<file path="config.mk">
export PLATFORM = sky130hd
export DESIGN_NAME = uart_byte_rx
export DESIGN_NICKNAME = d
export VERILOG_FILES = /design/src/rtl/uart_pkg.sv /design/src/rtl/uart_sync2.sv /design/src/rtl/uart_byte_rx.sv
export SDC_FILE = /design/constraint.sdc
export NUM_CORES = 1
export LEC_CHECK = 0
export CORE_MARGIN = 8
export CORE_UTILIZATION = 47
export DETAILED_ROUTE_END_ITERATION = 7
export PLACE_DENSITY = 0.68
export SKIP_LAST_GASP = 1
export SLEW_MARGIN = 10
export SYNTH_ARGS = -nofsm -noshare
export SYNTH_HDL_FRONTEND = slang
export SYNTH_HIERARCHICAL = 1
export SYNTH_SLANG_ARGS = --single-unit
</file>
<file path="constraint.sdc">
create_clock -name clk -period 2.4 [get_ports clk]
set_input_delay 0.48 -clock clk [delete_from_list [all_inputs] [get_ports clk]]
set_output_delay 0.48 -clock clk [all_outputs]
set_load 0.02 [all_outputs]
</file>
<file path="src/rtl/uart_pkg.sv">
// Shared UART receive definitions: rx FSM state type, data width,
// and the clocks-per-bit helper. Optional macro: UART_RX_PARITY_EN.
package uart_pkg;

    localparam int DATA_BITS = 8;

    typedef enum logic [2:0] {
        IDLE,
        START,
        DATA,
`ifdef UART_RX_PARITY_EN
        PARITY,
`endif
        STOP
    } rx_state_t;

    function automatic int clks_per_bit(input int clk_hz, input int baud);
        return clk_hz / baud;
    endfunction

endpackage

</file>
<file path="src/rtl/uart_sync2.sv">
// Two-flop synchronizer for an idle-high asynchronous line.
// Ports: clk, rst (async, active high), async_in, sync_out.
module uart_sync2 (
    input  logic clk,
    input  logic rst,
    input  logic async_in,
    output logic sync_out
);

    logic meta;

    // Both flops reset high so an idle line never looks like a start bit.
    always_ff @(posedge clk or posedge rst) begin
        if (rst) begin
            meta     <= 1'b1;
            sync_out <= 1'b1;
        end else begin
            meta     <= async_in;
            sync_out <= meta;
        end
    end

endmodule

</file>
<file path="src/rtl/uart_byte_rx.sv">
// UART byte receiver (8N1, or 8E1 with UART_RX_PARITY_EN) with a
// one-entry valid/ready output buffer and error pulses.
// Ports: clk, rst (async, active high), uart_rx (serial in, idle high),
//   data_out/data_valid/data_ready (byte handshake),
//   frame_err, overrun, parity_err (1-cycle pulses), busy (frame active).
module uart_byte_rx #(
    parameter int CLK_HZ = 12000000,
    parameter int BAUD   = 115200
) (
    input  logic       clk,
    input  logic       rst,
    input  logic       uart_rx,
    output logic [7:0] data_out,
    output logic       data_valid,
    input  logic       data_ready,
    output logic       frame_err,
    output logic       overrun,
    output logic       parity_err,
    output logic       busy
);

    import uart_pkg::*;

    localparam int CPB = clks_per_bit(CLK_HZ, BAUD);
    localparam int CW  = (CPB > 1) ? $clog2(CPB) : 1;

    localparam logic [CW-1:0] HALF_M1 = CW'(CPB / 2 - 1);
    localparam logic [CW-1:0] FULL_M1 = CW'(CPB - 1);
    localparam logic [2:0]    LAST_BIT = 3'(DATA_BITS - 1);

    logic                 rx_s;
    rx_state_t            state;
    logic [CW-1:0]        cnt;
    logic [2:0]           bit_idx;
    logic [DATA_BITS-1:0] shreg;
    logic                 mid_bit;

    uart_sync2 u_sync (
        .clk      (clk),
        .rst      (rst),
        .async_in (uart_rx),
        .sync_out (rx_s)
    );

    // After the half-bit start delay, every full bit period lands mid-bit.
    assign mid_bit = (cnt == FULL_M1);

`ifdef UART_RX_PARITY_EN
    logic par_bad;
`else
    assign parity_err = 1'b0;
`endif

    always_ff @(posedge clk or posedge rst) begin
        if (rst) begin
            state      <= IDLE;
            cnt        <= '0;
            bit_idx    <= '0;
            shreg      <= '0;
            data_out   <= '0;
            data_valid <= 1'b0;
            frame_err  <= 1'b0;
            overrun    <= 1'b0;
            busy       <= 1'b0;
`ifdef UART_RX_PARITY_EN
            parity_err <= 1'b0;
            par_bad    <= 1'b0;
`endif
        end else begin
            frame_err <= 1'b0;
            overrun   <= 1'b0;
`ifdef UART_RX_PARITY_EN
            parity_err <= 1'b0;
`endif
            // Consumed byte; a same-cycle load below overrides this.
            if (data_valid && data_ready) begin
                data_valid <= 1'b0;
            end

            unique case (state)
                IDLE: begin
                    if (!rx_s) begin
                        state <= START;
                        cnt   <= '0;
                        busy  <= 1'b1;
                    end
                end

                START: begin
                    if (cnt == HALF_M1) begin
                        cnt <= '0;
                        if (!rx_s) begin
                            state   <= DATA;
                            bit_idx <= '0;
                        end else begin
                            // Too short to be a start bit: silent drop.
                            state <= IDLE;
                            busy  <= 1'b0;
                        end
                    end else begin
                        cnt <= cnt + 1'b1;
                    end
                end

                DATA: begin
                    if (mid_bit) begin
                        cnt     <= '0;
                        shreg   <= {rx_s, shreg[DATA_BITS-1:1]};
                        bit_idx <= bit_idx + 1'b1;
                        if (bit_idx == LAST_BIT) begin
`ifdef UART_RX_PARITY_EN
                            state <= PARITY;
`else
                            state <= STOP;
`endif
                        end
                    end else begin
                        cnt <= cnt + 1'b1;
                    end
                end

`ifdef UART_RX_PARITY_EN
                PARITY: begin
                    if (mid_bit) begin
                        cnt     <= '0;
                        // Even parity: data bits plus parity bit XOR to 0.
                        par_bad <= rx_s ^ (^shreg);
                        state   <= STOP;
                    end else begin
                        cnt <= cnt + 1'b1;
                    end
                end
`endif

                STOP: begin
                    if (mid_bit) begin
                        cnt   <= '0;
                        state <= IDLE;
                        busy  <= 1'b0;
`ifdef UART_RX_PARITY_EN
                        parity_err <= par_bad;
`endif
                        if (!rx_s) begin
                            frame_err <= 1'b1;
`ifdef UART_RX_PARITY_EN
                        end else if (!par_bad) begin
`else
                        end else begin
`endif
                            if (!data_valid || data_ready) begin
                                data_out   <= shreg;
                                data_valid <= 1'b1;
                            end else begin
                                overrun <= 1'b1;
                            end
                        end
                    end else begin
                        cnt <= cnt + 1'b1;
                    end
                end

                default: begin
                    state <= IDLE;
                    cnt   <= '0;
                    busy  <= 1'b0;
                end
            endcase
        end
    end

endmodule

</file>
Word level (Yosys, flattened, before mapping). Cells that the tools add are included. Widths: inputs -> output; s select.

Input port bits: 4. Word-level logic and storage cells: 70. Bits in registers: 35. Output and inout port bits: 13.

Equal/unequal tests: 13. Multiplexer cells: 32. $add $sub $neg: 2. Reductions and logical operators: 11. Bitwise gates (word level): 1.

Operator list (number): $mux 3 (8); $mux 7 (3); $pmux 7 s3 (1); $mux 1 (16); $ne 2x2->1 const B (6); $pmux 3 s4 (1); $reduce_and 5->1 (2); $reduce_and 4->1 (2); $add 7x1->7 const B (1); $eq 7x6->1 const B (1); $eq 7x7->1 const B (1); $eq 3x2->1 const B (2); $pmux 3 s2 (1); $pmux 1 s4 (1); $add 3x1->3 const B (1); $eq 3x1->1 const B (1); $eq 3x3->1 const B (1); $logic_not 3->1 (1); $mux 2 (1); $ne 2x1->1 const B (1); $reduce_and 2->1 (1); $reduce_bool 2->1 (1); $reduce_or 2->1 (1); $logic_and 1x1->1 (1); 3 further kinds (3).

Longest topological paths before layout.
Word-level depth: 6. Mapped depth: 6. Mapped depth without buffers: 5.

Cells and area by module. Netlist, hierarchy kept.

By module, submodules not included: uart_byte_rx (cells each 131, instances 1, area an instance 1514.0 um2, sequential area each 800.8 um2); uart_sync2 (cells each 3, instances 1, area an instance 56.3 um2, sequential area each 52.6 um2).

Least setup slack after synthesis. No wires, ideal clock.

Path kind: reg2reg. Start point: register cnt[0]. End point: register data_out[0]. Cell stages (with the launch flop): 7. Setup time: 0.125 ns. Arrival: 1.506 ns. Slack: 0.769 ns. Required time: 2.275 ns. Path through: dfrtp_1 ha_1 and2_1 buf_2 nand4_4 nor2_4 mux2_2.

Cells in the longest elaborated chain, start to end: 2.

Ends and longest elaborated chain: start: declaration (line uart_byte_rx.sv:33) `logic [CW-1:0] cnt;`; start signal: assignment (line uart_byte_rx.sv:101) `cnt <= cnt + 1'b1;`; start signal: assignment (line uart_byte_rx.sv:118) `cnt <= cnt + 1'b1;`; start signal: assignment (line uart_byte_rx.sv:158) `cnt <= cnt + 1'b1;`; $eq 7x7->1 (line uart_byte_rx.sv:46) `assign mid_bit = (cnt == FULL_M1);`; $reduce_and 4->1 (no source line); end signal: assignment (line uart_byte_rx.sv:151) `data_out <= shreg;`; end: declaration (line uart_byte_rx.sv:13) `output logic [7:0] data_out,`.

Every way passes these cells. A chain may end at the register's enable or synchronous reset.

Worst setup path in the final report.
Start point: register busy. End point: output port busy.

RTL lines: start: declaration (line uart_byte_rx.sv:19) `output logic busy`; start signal: assignment (line uart_byte_rx.sv:64) `busy <= 1'b0;`; start signal: assignment (line uart_byte_rx.sv:85) `busy <= 1'b1;`; start signal: assignment (line uart_byte_rx.sv:98) `busy <= 1'b0;`.

No word-level cell between the ends.

==> summary.md <==
| Metric | Value |
|---|---|
| Worst-path clk slew | about 0.11 ns |
| Vias after detailed routing | just over 1000 |
| Synthesized netlist cell count | 134 |
| Yosys warnings | 6 |
| EDFF count, synth | 0 |
| DR iter-0 viols | 38 |
| M3 GR Usage | approximately 4.8% |
| Hold buffers post-CTS | 0 |
| H-tree Lvls | 2 |
| Global route overflow | 0 |
| Crit-path max FO | 3 |
| CP delay by family, top | buffers and inverters |
| Global Route Usage Sum | between 10% and 20% |
| Avg Inst Size Synth | ~12 um2 |
| RSZ-0062 raised after global routing | no |
| Final setup TNS | 0 ns |
| DR pass1 iterations | 7 |
| Clock Skew | ~0.010 ns |
| Post-CTS Setup Inserts | 0 |
| Hold path start | u_sync/meta |
| Skew-Pair Late Insertion Delay | 0.34 ns |
| Crit Path Class | register to output port |
| Die Width | ~74 um |
| Max-Cap Viols | 0 |
| Layout cells sized above 1 | around a quarter |
| Vias in the first global route | ~1000 |
| Hold WC Path Type | register to register |
| WP data arrival | 1.36 ns |
| CP Cell Sequence | clkdlybuf4s50_1 |
| I/O pin cnt | 17 |
| Yosys top cell by area | dfrtp_1 |
| Fmax | between 0.5 and 0.6 GHz |
| Top cells by count, synth | dfrtp_1 (32), mux2_2 (17), nand2_1 (15) |
| Worst setup SP type | register |
| GRT Max-Usage Layer | met2 |
| DRT antenna net count | 0 |
| Routability cong. | between 0.8 and 0.9 |
| CTS sink cnt | 34 |
| Fin crit period | roughly 1.8 ns |
| CP max stage delay | just over 0.6 ns |
| Crit path buf inv count | 1 |
| Final wirelength | between 2 and 3 mm |
| CP required | about 1.9 ns |
| Final core utilization | 56.80% |
| Status | complete, no violations |
| # resized after CTS | 0 |
| Crit-path slowest cell | clkdlybuf4s50_1 |
| Synthesis-stage register bit count | 34 |
| Ranking of synthesized cells by area | dfrtp_1 (51%), mux2_2 (12%), nand2_1 (3.6%) |
| Number of library cell types mapped by synthesis | 39 |
| Cell with the most instances after synthesis | dfrtp_1 |
| Met2 GRT Util | between 10% and 20% |
| GR Util met1 | roughly an eighth |
| Vias per inst | around 5.1 |
| Sequential area share after synthesis | between 50 and 60% |
| CTS tree | built |
| Tcrit/Tclk final | slightly below 80% |
| Final Hold Viols | 0 |
| Residual DRC | 0 |
| Pwr Total | approximately 1.1 mW |
| Layout Area Growth over Synthesis | 18.80% |
| Setup Viol. Count Final | 0 |
| Element type at the critical path end | output port |
| Height of the die | 73.80 um |
| Slew Viols, Final | 0 |
| LEAKAGE | around 0.86 nW |
| Reg-to-Reg Start | cnt[0] |
| Max_slew headroom | approximately 58% |
| Pin count of the biggest net entering global routing | 33 |
| Pwr Density | 601.1 nW/um2 |
| Setup crit start | busy |
| Initial antenna violation count | 0 |
| Antenna diodes | 0 |
| Routed length per instance | between 10 and 15 um |
| Worst-Margin Slew | around 0.63 ns |
| Number of port buffers | 15 |
| Fillers | 283 |
| Clock buffer depth | 2 |
| Syn Nets | around 140 |
| Area share of the largest cell type after synthesis | 51.00% |
| Clk root buf | clkbuf_4 |
| Cell area after synthesis | between 1500 and 2000 um2 |
| Die ar. | about 5400 um2 |
| Ys async rst share | 100.0% |
| First-pass GRT wire length | 4.560 mm |
| Starting Density | roughly 48% |
| HPWL after DPL | about 1.9 mm |
| Core area | 3284 um2 |
| Std-Cell Rows | 21 |
| Ys flop type | dfrtp_1 |
| Layout net count | 159 |
| Worst vdd ir | between 0.4 and 0.5 mV |
| CTS buffer count | 5 |
## flip-flops by register name, indices dropped and copies added (netlist names)
register         cells
data_valid           1
state                2
u_sync/meta          1
busy                 1
frame_err            1
u_sync/sync_out      1
shreg                8
overrun              1
data_out             8
bit_idx              3
cnt                  7
## cell type report
cell class                 instances  area (um2)  area share, %
inverter                           7       26.28          1.408
clock inverter                     3       68.82          3.689
tap                               46       57.56          3.085
clock buffer                       5       37.54          2.012
multi-input combinational         88       664.4          35.61
sequential                        34       853.3          45.74
timing repair buffer              16       157.7          8.451
## placed cells by master (no fill, tap or decap), types with 2 or more instances in the layout
master,count
a21oi_1,3
and2_1,2
bufinv_16,2
clkbuf_4,5
clkdlybuf4s50_1,15
dfrtp_1,32
dfstp_2,2
ha_1,3
inv_1,7
mux2_2,17
mux2i_1,3
nand2_1,15
nand2b_1,3
nand3_1,4
nor2_1,9
nor3_1,2
o21a_1,2
o21ai_1,2
o22ai_1,3
## final timing paths
check	endpoint	slack, ns	cells past startpoint
setup / recovery	busy	0.56	1
max in group asynchronous	data_out[5]	1.58	3
min in group asynchronous	u_sync/meta	0.49	2
hold reg to reg	u_sync/sync_out	0.37	0
hold / removal	u_sync/sync_out	0.37	0
setup reg to reg	data_out[7]	0.57	5
## stage by stage
step           setup slack, ns  cells  instance area (um2)  hold slack, ns
4_1_cts                 0.5263    199                 1866          0.3678
5_1_grt                 0.4228    199                 1866          0.3709
3_3_place_gp            0.5407    191                 1759          0.3476
6_report                0.5554    199                 1866          0.3660
3_5_place_dp            0.4824    191                 1759          0.3526
2_1_floorplan           0.7695    134                 1570          0.3452
## report_power, final
part	leakage, nW	internal, mW	total [mW]	switching [mW]
sequential	0.448	0.576	0.579	0.00317
combinational	0.357	0.00619	0.0199	0.0137
clock	0.0554	0.326	0.523	0.197
total	0.861	0.908	1.12	0.214
## kinds of logic (layout without fill, tap and decap cells)
kind of cell    Yosys count  after routing  share of synthesized area, %
xor+xnor                  1              1                        0.5579
compound gates           18             18                         8.367
buf+inv                  12             31                         3.347
fa+ha+maj                 3              3                         2.391
simple gates             45             45                         16.65
other cells               1              1                        0.2388
mux                      20             20                         14.10
flops                    34             34                         54.34
## per-layer routing
layer | vias to the layer above | share of wire (%)
met5 | - | 0
met4 | 0 | 2.0
met3 | 5 | 5.1
met2 | 18 | 46
met1 | 502 | 47
li1 | 495 | -
Power figures use the tool's default switching activity.
